[config.mk]
export PLATFORM = sky130hd
export DESIGN_NAME = vm2002_credit_mgr
export DESIGN_NICKNAME = d
export VERILOG_FILES = /design/src/rtl/vm2002_credit_mgr.sv
export SDC_FILE = /design/constraint.sdc
export NUM_CORES = 1
export LEC_CHECK = 0
export ABC_AREA = 0
export CAP_MARGIN = 10
export CORE_ASPECT_RATIO = 2
export CORE_UTILIZATION = 45
export CTS_CLUSTER_SIZE = 25
export DETAILED_ROUTE_END_ITERATION = 8
export PLACE_DENSITY = 0.74
export SYNTH_ARGS = -nofsm -noshare
export SYNTH_HDL_FRONTEND = slang
export SYNTH_SLANG_ARGS = --single-unit
[constraint.sdc]
create_clock -name clk -period 4.03 [get_ports clk]
set_input_delay 0.403 -clock clk [delete_from_list [all_inputs] [get_ports clk]]
set_output_delay 0.403 -clock clk [all_outputs]
set_load 0.01 [all_outputs]
[src/rtl/vm2002_credit_mgr.sv]
// Coin/credit stage of vm2002: accumulates coin credit, settles vend requests against a
// price, and pays change (or cancelled credit) back to the hopper one coin at a time.
module vm2002_credit_mgr #(
   parameter int CREDIT_W   = 8,
   parameter int MAX_CREDIT = 40
) (
   input  logic                clk,
   input  logic                rst_n,
   input  logic                coin_valid,
   input  logic [1:0]          coin,
   output logic                coin_accept,
   output logic                coin_reject,
   output logic [CREDIT_W-1:0] credit,
   input  logic                vend_req,
   input  logic [CREDIT_W-1:0] vend_price,
   output logic                vend_ack,
   output logic                vend_nack,
   input  logic                cancel,
   output logic                change_valid,
   output logic [1:0]          change_coin,
   input  logic                change_ready,
   output logic                busy
);

   // state     | meaning
   // ST_IDLE   | taking coins, vend requests and cancel
   // ST_CHANGE | paying out remainder to the hopper; new requests refused
   typedef enum logic {ST_IDLE, ST_CHANGE} state_t;

   localparam logic [1:0] COIN_NICKEL  = 2'd0;
   localparam logic [1:0] COIN_DIME    = 2'd1;
   localparam logic [1:0] COIN_QUARTER = 2'd2;

   function automatic logic [CREDIT_W-1:0] coin_value(input logic [1:0] c);
      case (c)
         COIN_NICKEL:  coin_value = CREDIT_W'(1);
         COIN_DIME:    coin_value = CREDIT_W'(2);
         COIN_QUARTER: coin_value = CREDIT_W'(5);
         default:      coin_value = '0;
      endcase
   endfunction

   function automatic logic [1:0] greedy_coin(input logic [CREDIT_W-1:0] r);
      if (r >= CREDIT_W'(5))      greedy_coin = COIN_QUARTER;
      else if (r >= CREDIT_W'(2)) greedy_coin = COIN_DIME;
      else                        greedy_coin = COIN_NICKEL;
   endfunction

   state_t              state_q, state_d;
   logic [CREDIT_W-1:0] credit_q, credit_d;
   logic [CREDIT_W-1:0] rem_q, rem_d;
   logic                coin_accept_q, coin_accept_d;
   logic                coin_reject_q, coin_reject_d;
   logic                vend_ack_q, vend_ack_d;
   logic                vend_nack_q, vend_nack_d;
   logic                change_valid_q, change_valid_d;
   logic [1:0]          change_coin_q, change_coin_d;
   logic                busy_q, busy_d;

   logic [CREDIT_W:0]   coin_sum;
   logic                coin_legal;
   logic [CREDIT_W-1:0] vend_rem;
   logic [CREDIT_W-1:0] rem_after;

   always_comb begin
      state_d        = state_q;
      credit_d       = credit_q;
      rem_d          = rem_q;
      coin_accept_d  = 1'b0;
      coin_reject_d  = 1'b0;
      vend_ack_d     = 1'b0;
      vend_nack_d    = 1'b0;
      change_valid_d = change_valid_q;
      change_coin_d  = change_coin_q;

      // Widened by one bit so an overflowing coin is caught rather than wrapped.
      coin_sum   = {1'b0, credit_q} + {1'b0, coin_value(coin)};
      coin_legal = (coin != 2'd3);
      vend_rem   = credit_q - vend_price;
      rem_after  = rem_q - coin_value(change_coin_q);

      case (state_q)
         ST_IDLE: begin
            if (cancel) begin
               rem_d         = credit_q;
               credit_d      = '0;
               coin_reject_d = coin_valid;
               if (credit_q != '0) begin
                  state_d        = ST_CHANGE;
                  change_valid_d = 1'b1;
                  change_coin_d  = greedy_coin(credit_q);
               end
            end else if (vend_req) begin
               coin_reject_d = coin_valid;
               if (vend_price <= credit_q) begin
                  vend_ack_d = 1'b1;
                  rem_d      = vend_rem;
                  credit_d   = '0;
                  if (vend_rem != '0) begin
                     state_d        = ST_CHANGE;
                     change_valid_d = 1'b1;
                     change_coin_d  = greedy_coin(vend_rem);
                  end
               end else begin
                  vend_nack_d = 1'b1;
               end
            end else if (coin_valid) begin
               if (coin_legal && coin_sum <= (CREDIT_W+1)'(MAX_CREDIT)) begin
                  credit_d      = coin_sum[CREDIT_W-1:0];
                  coin_accept_d = 1'b1;
               end else begin
                  coin_reject_d = 1'b1;
               end
            end
         end
         ST_CHANGE: begin
            coin_reject_d = coin_valid;
            vend_nack_d   = vend_req;
            if (change_valid_q && change_ready) begin
               rem_d = rem_after;
               if (rem_after == '0) begin
                  state_d        = ST_IDLE;
                  change_valid_d = 1'b0;
                  change_coin_d  = COIN_NICKEL;
               end else begin
                  change_coin_d = greedy_coin(rem_after);
               end
            end
         end
         default: state_d = ST_IDLE;
      endcase

      busy_d = (state_d == ST_CHANGE);
   end

   always_ff @(posedge clk or negedge rst_n) begin
      if (!rst_n) begin
         state_q        <= ST_IDLE;
         credit_q       <= '0;
         rem_q          <= '0;
         coin_accept_q  <= 1'b0;
         coin_reject_q  <= 1'b0;
         vend_ack_q     <= 1'b0;
         vend_nack_q    <= 1'b0;
         change_valid_q <= 1'b0;
         change_coin_q  <= COIN_NICKEL;
         busy_q         <= 1'b0;
      end else begin
         state_q        <= state_d;
         credit_q       <= credit_d;
         rem_q          <= rem_d;
         coin_accept_q  <= coin_accept_d;
         coin_reject_q  <= coin_reject_d;
         vend_ack_q     <= vend_ack_d;
         vend_nack_q    <= vend_nack_d;
         change_valid_q <= change_valid_d;
         change_coin_q  <= change_coin_d;
         busy_q         <= busy_d;
      end
   end

   assign coin_accept  = coin_accept_q;
   assign coin_reject  = coin_reject_q;
   assign credit       = credit_q;
   assign vend_ack     = vend_ack_q;
   assign vend_nack    = vend_nack_q;
   assign change_valid = change_valid_q;
   assign change_coin  = change_coin_q;
   assign busy         = busy_q;

endmodule

==> metrics.md <==
| Metric | Value |
|---|---|
| Status | `complete, no violations` |
| PwrDens | `565 mW/mm^2` |
| Max Cap Violations | `0` |
| Max IR drop VDD | `approximately 0.00030 V` |
| Post-cts resize count | `0` |
| GRT Util Overall | `24.6%` |
| Final setup viols | `0` |
| Max Freq | `322 MHz` |
| Worst Tran Pin Value | `0.776 ns` |
| Synth Register Bits | `24` |
| Gpl congestion | `between 0.8 and 0.9` |
| Maximum number of pins on one net before global-route repair | `27` |
| Critical Path Max Stage Delay | `0.47 ns` |
| Critical Path AT | `3.25 ns` |
| Yosys top cell by area | `dfrtp_1` |
| Drc violations | `0` |
| Nets@finish | `333` |
| RSZ-0062 raised after global routing | `no` |
| Core area | `0.00464 mm^2` |
| Setup TNS | `0 ns` |
| Synth top area cells | `dfrtp_1 27%, ha_1 8.0%, nor2_1 4.3%, mux2i_1 4.1%, nand2_1 4.1%` |
| Max Slew Vio Count | `0` |
| R2R Setup Slk | `roughly 0.94 ns` |
| PortBufs | `31` |
| Worst reg2reg path endpoint | `change_coin[0]` |
| H-tree depth | `1` |
| Chip width | `51.4 um` |
| Crit share post-route | `around 77%` |
| DR iter-0 viols | `a little over 50` |
| First-pass GRT wire length | `a little under 10 mm` |
| CTS tree | `yes` |
| Filler instances | `~460` |
| HPWL Detailed | `4.54 mm` |
| Worst skew pair latency | `between 0.2 and 0.3 ns` |
| Sequential area share after synthesis | `between 20% and 30%` |
| Critical Path, Cell by Cell | `clkdlybuf4s50_1 -> inv_1 -> ha_1 -> inv_1 -> fa_1 -> nor2b_1 -> o2111ai_1 -> xnor2_1 -> a211oi_1 -> nand4_2 -> a21oi_1 -> o32ai_1` |
| Antenna Cells | `0` |
| DRT Wirelength | `approximately 5.7 mm` |
| Area grow syn2layout | `20.5%` |
| Row count | `35` |
| Reg2reg path depth | `11` |
| Share of the synthesized area in the top cell type | `a little over a quarter` |
| Final setup margin | `roughly 0.92 ns` |
| Synth Instances | `between 200 and 300` |
| Mean post-synth cell area | `just over 8 um^2` |
| Initial Util | `roughly 47%` |
| Post-synth EDFFs | `0` |
| Worst hold path class | `in -> async` |
| Worst r2r src | `credit[0]` |
| Final Hold Vio Count | `0` |
| Static leakage | `between 1 and 1.5 nW` |
| CP Launch Type | `primary input` |
| Clock buffer count from CTS | `3` |
| # hold bufs at CTS | `0` |
| DR vias | `about 2,100` |
| Clock transition at path regs | `0.09 ns` |
| Post-route core utilization | `between 50 and 60%` |
| Most frequent CP cell | `inv_1` |
| CTS root buffer | `clkbuf_8` |
| Fraction of layout cells with a size suffix above 1 | `under 10%` |
| Slew HR | `about half` |
| Die H | `approximately 100 um` |
| Finished Layout Cells | `around 350` |
| Setup Crit Path Kind | `in -> reg` |
| Vias in the first global route | `~2,100` |
| Cell variety after synth | `55` |
| Syn Nets | `just over 300` |
| Ys async rst share | `between 90% and 100%` |
| Clock buffer depth | `2` |
| Most frequent cells in the layout | `31 x clkdlybuf4s50_1, 25 x nor2_1, 24 x nand2_1, 24 x dfrtp_1, 23 x inv_1` |
| Post-route clock skew | `approximately 0.0034 ns` |
| Die ar. | `0.00518 mm^2` |
| Grt total ovfl | `0` |
| Dpl ws | `0.640 ns` |
| Synthesized area | `approximately 0.0022 mm^2` |
| # IOs | `32` |
| Most common cell after layout, fill and taps aside | `clkdlybuf4s50_1` |
| Worst-path fanout max | `7` |
| Slowest-stage cell, CP | `clkdlybuf4s50_1` |
| Final ANT Viol Nets | `0` |
| Post-CTS setup buffer count | `0` |
| Yosys warns | `0` |
| WL/cell | `about 16 um` |
| Required @ worst endpoint | `around 4.2 ns` |
| Prevailing post-synth register cell | `dfrtp_1` |
| Initial antenna violation count | `0` |
| Crit. End Element | `register` |
| First-pass iteration count of the detailed router | `4` |
| Dpl cells | `349` |
| Tmin final | `roughly 3.1 ns` |
| Vias/cell | `around 5.9` |
| Clock Sinks | `24` |
-- worst max path at each step --
stage                            to  cells past startpoint      start
final                     credit[1]                     12    coin[0]
after global routing      credit[1]                     12    coin[0]
after CTS                 credit[1]                     12    coin[0]
after detailed placement  credit[1]                     12    coin[0]
after global placement    credit[1]                     12    coin[0]
after floorplan           credit[4]                      9  credit[1]
-- per-stage QoR --
| stage | area (um^2) | total power [mW] | hold WS (ns) |
|---|---|---|---|
| finish | 2650 | 1.50 | 0.381 |
| global route | 2650 | 1.63 | 0.395 |
| CTS | 2620 | 1.50 | 0.559 |
| detailed placement | 2550 | 1.28 | 0.543 |
| global placement | 2550 | 1.26 | 0.516 |
| floorplan | 2200 | 1.02 | 0.107 |
-- area by class of cell --
| class | instances | area, um^2 | share of cell area, % |
|---|---|---|---|
| multi-input cells | 214 | 1470 | 55.6 |
| well taps | 55 | 68.8 | 2.60 |
| clock inverters | 1 | 30.0 | 1.13 |
| flip-flops and latches | 24 | 601 | 22.7 |
| clock buffers | 3 | 41.3 | 1.56 |
| inverters | 24 | 90.1 | 3.40 |
| repair buffers | 33 | 345 | 13.0 |
-- cells in the mapped netlist, drive strengths merged (4+ instances only) --
cell type / number
nor2b: 6
nand2: 24
nand2b: 8
inv: 24
xor2: 4
xnor2: 4
dfrtp: 24
clkbuf: 8
mux2i: 9
o21ai: 13
a211oi: 8
nor3: 10
nor2: 25
a31oi: 4
ha: 14
nand3: 8
a21oi: 15
o22ai: 5
-- metal layers --
| metal | vias up | wire (um) | GRT usage, % |
|---|---|---|---|
| met5 | - | 0 | 0 |
| met2 | 52 | 3240 | 46.5 |
| met4 | 0 | 204 | 9.56 |
| li1 | 1048 | - | - |
| met3 | 17 | 135 | 1.96 |
| met1 | 974 | 2110 | 27.2 |
-- report_power, final --
group	switching [mW]	internal, mW
Clock	0.0819	0.133
Combinational	0.521	0.395
Sequential	0.0826	0.282
Total	0.686	0.811
-- state kept, by name, indices dropped and copies added (netlist names) --
| signal | flops |
|---|---|
| change_coin | 2 |
| credit | 8 |
| vend_nack | 1 |
| busy | 1 |
| coin_reject | 1 |
| vend_ack | 1 |
| change_valid | 1 |
| coin_accept | 1 |
| rem_q | 8 |
-- cell families (layout without fill, tap and decap cells) --
family / count (synthesis) / in the layout / share of synthesized area, %
AND/OR/NAND/NOR: 100 / 100 / 23.0
AO/OA/AOI/OAI: 78 / 78 / 24.9
buffers and inverters: 33 / 61 / 5.69
flip-flops: 24 / 24 / 27.3
adder cells (fa/ha/maj): 17 / 17 / 10.7
multiplexers: 11 / 11 / 5.13
XOR/XNOR: 8 / 8 / 3.19
-- worst max-delay path, delay by kind of cell --
kind            cells  cell delay [ns]
buf+inv             3             0.62
fa+ha+maj           2             0.57
xor+xnor            1             0.16
simple gates        2             0.47
compound gates      4             1.02
Note: power is estimated with default switching activity, not from simulation.
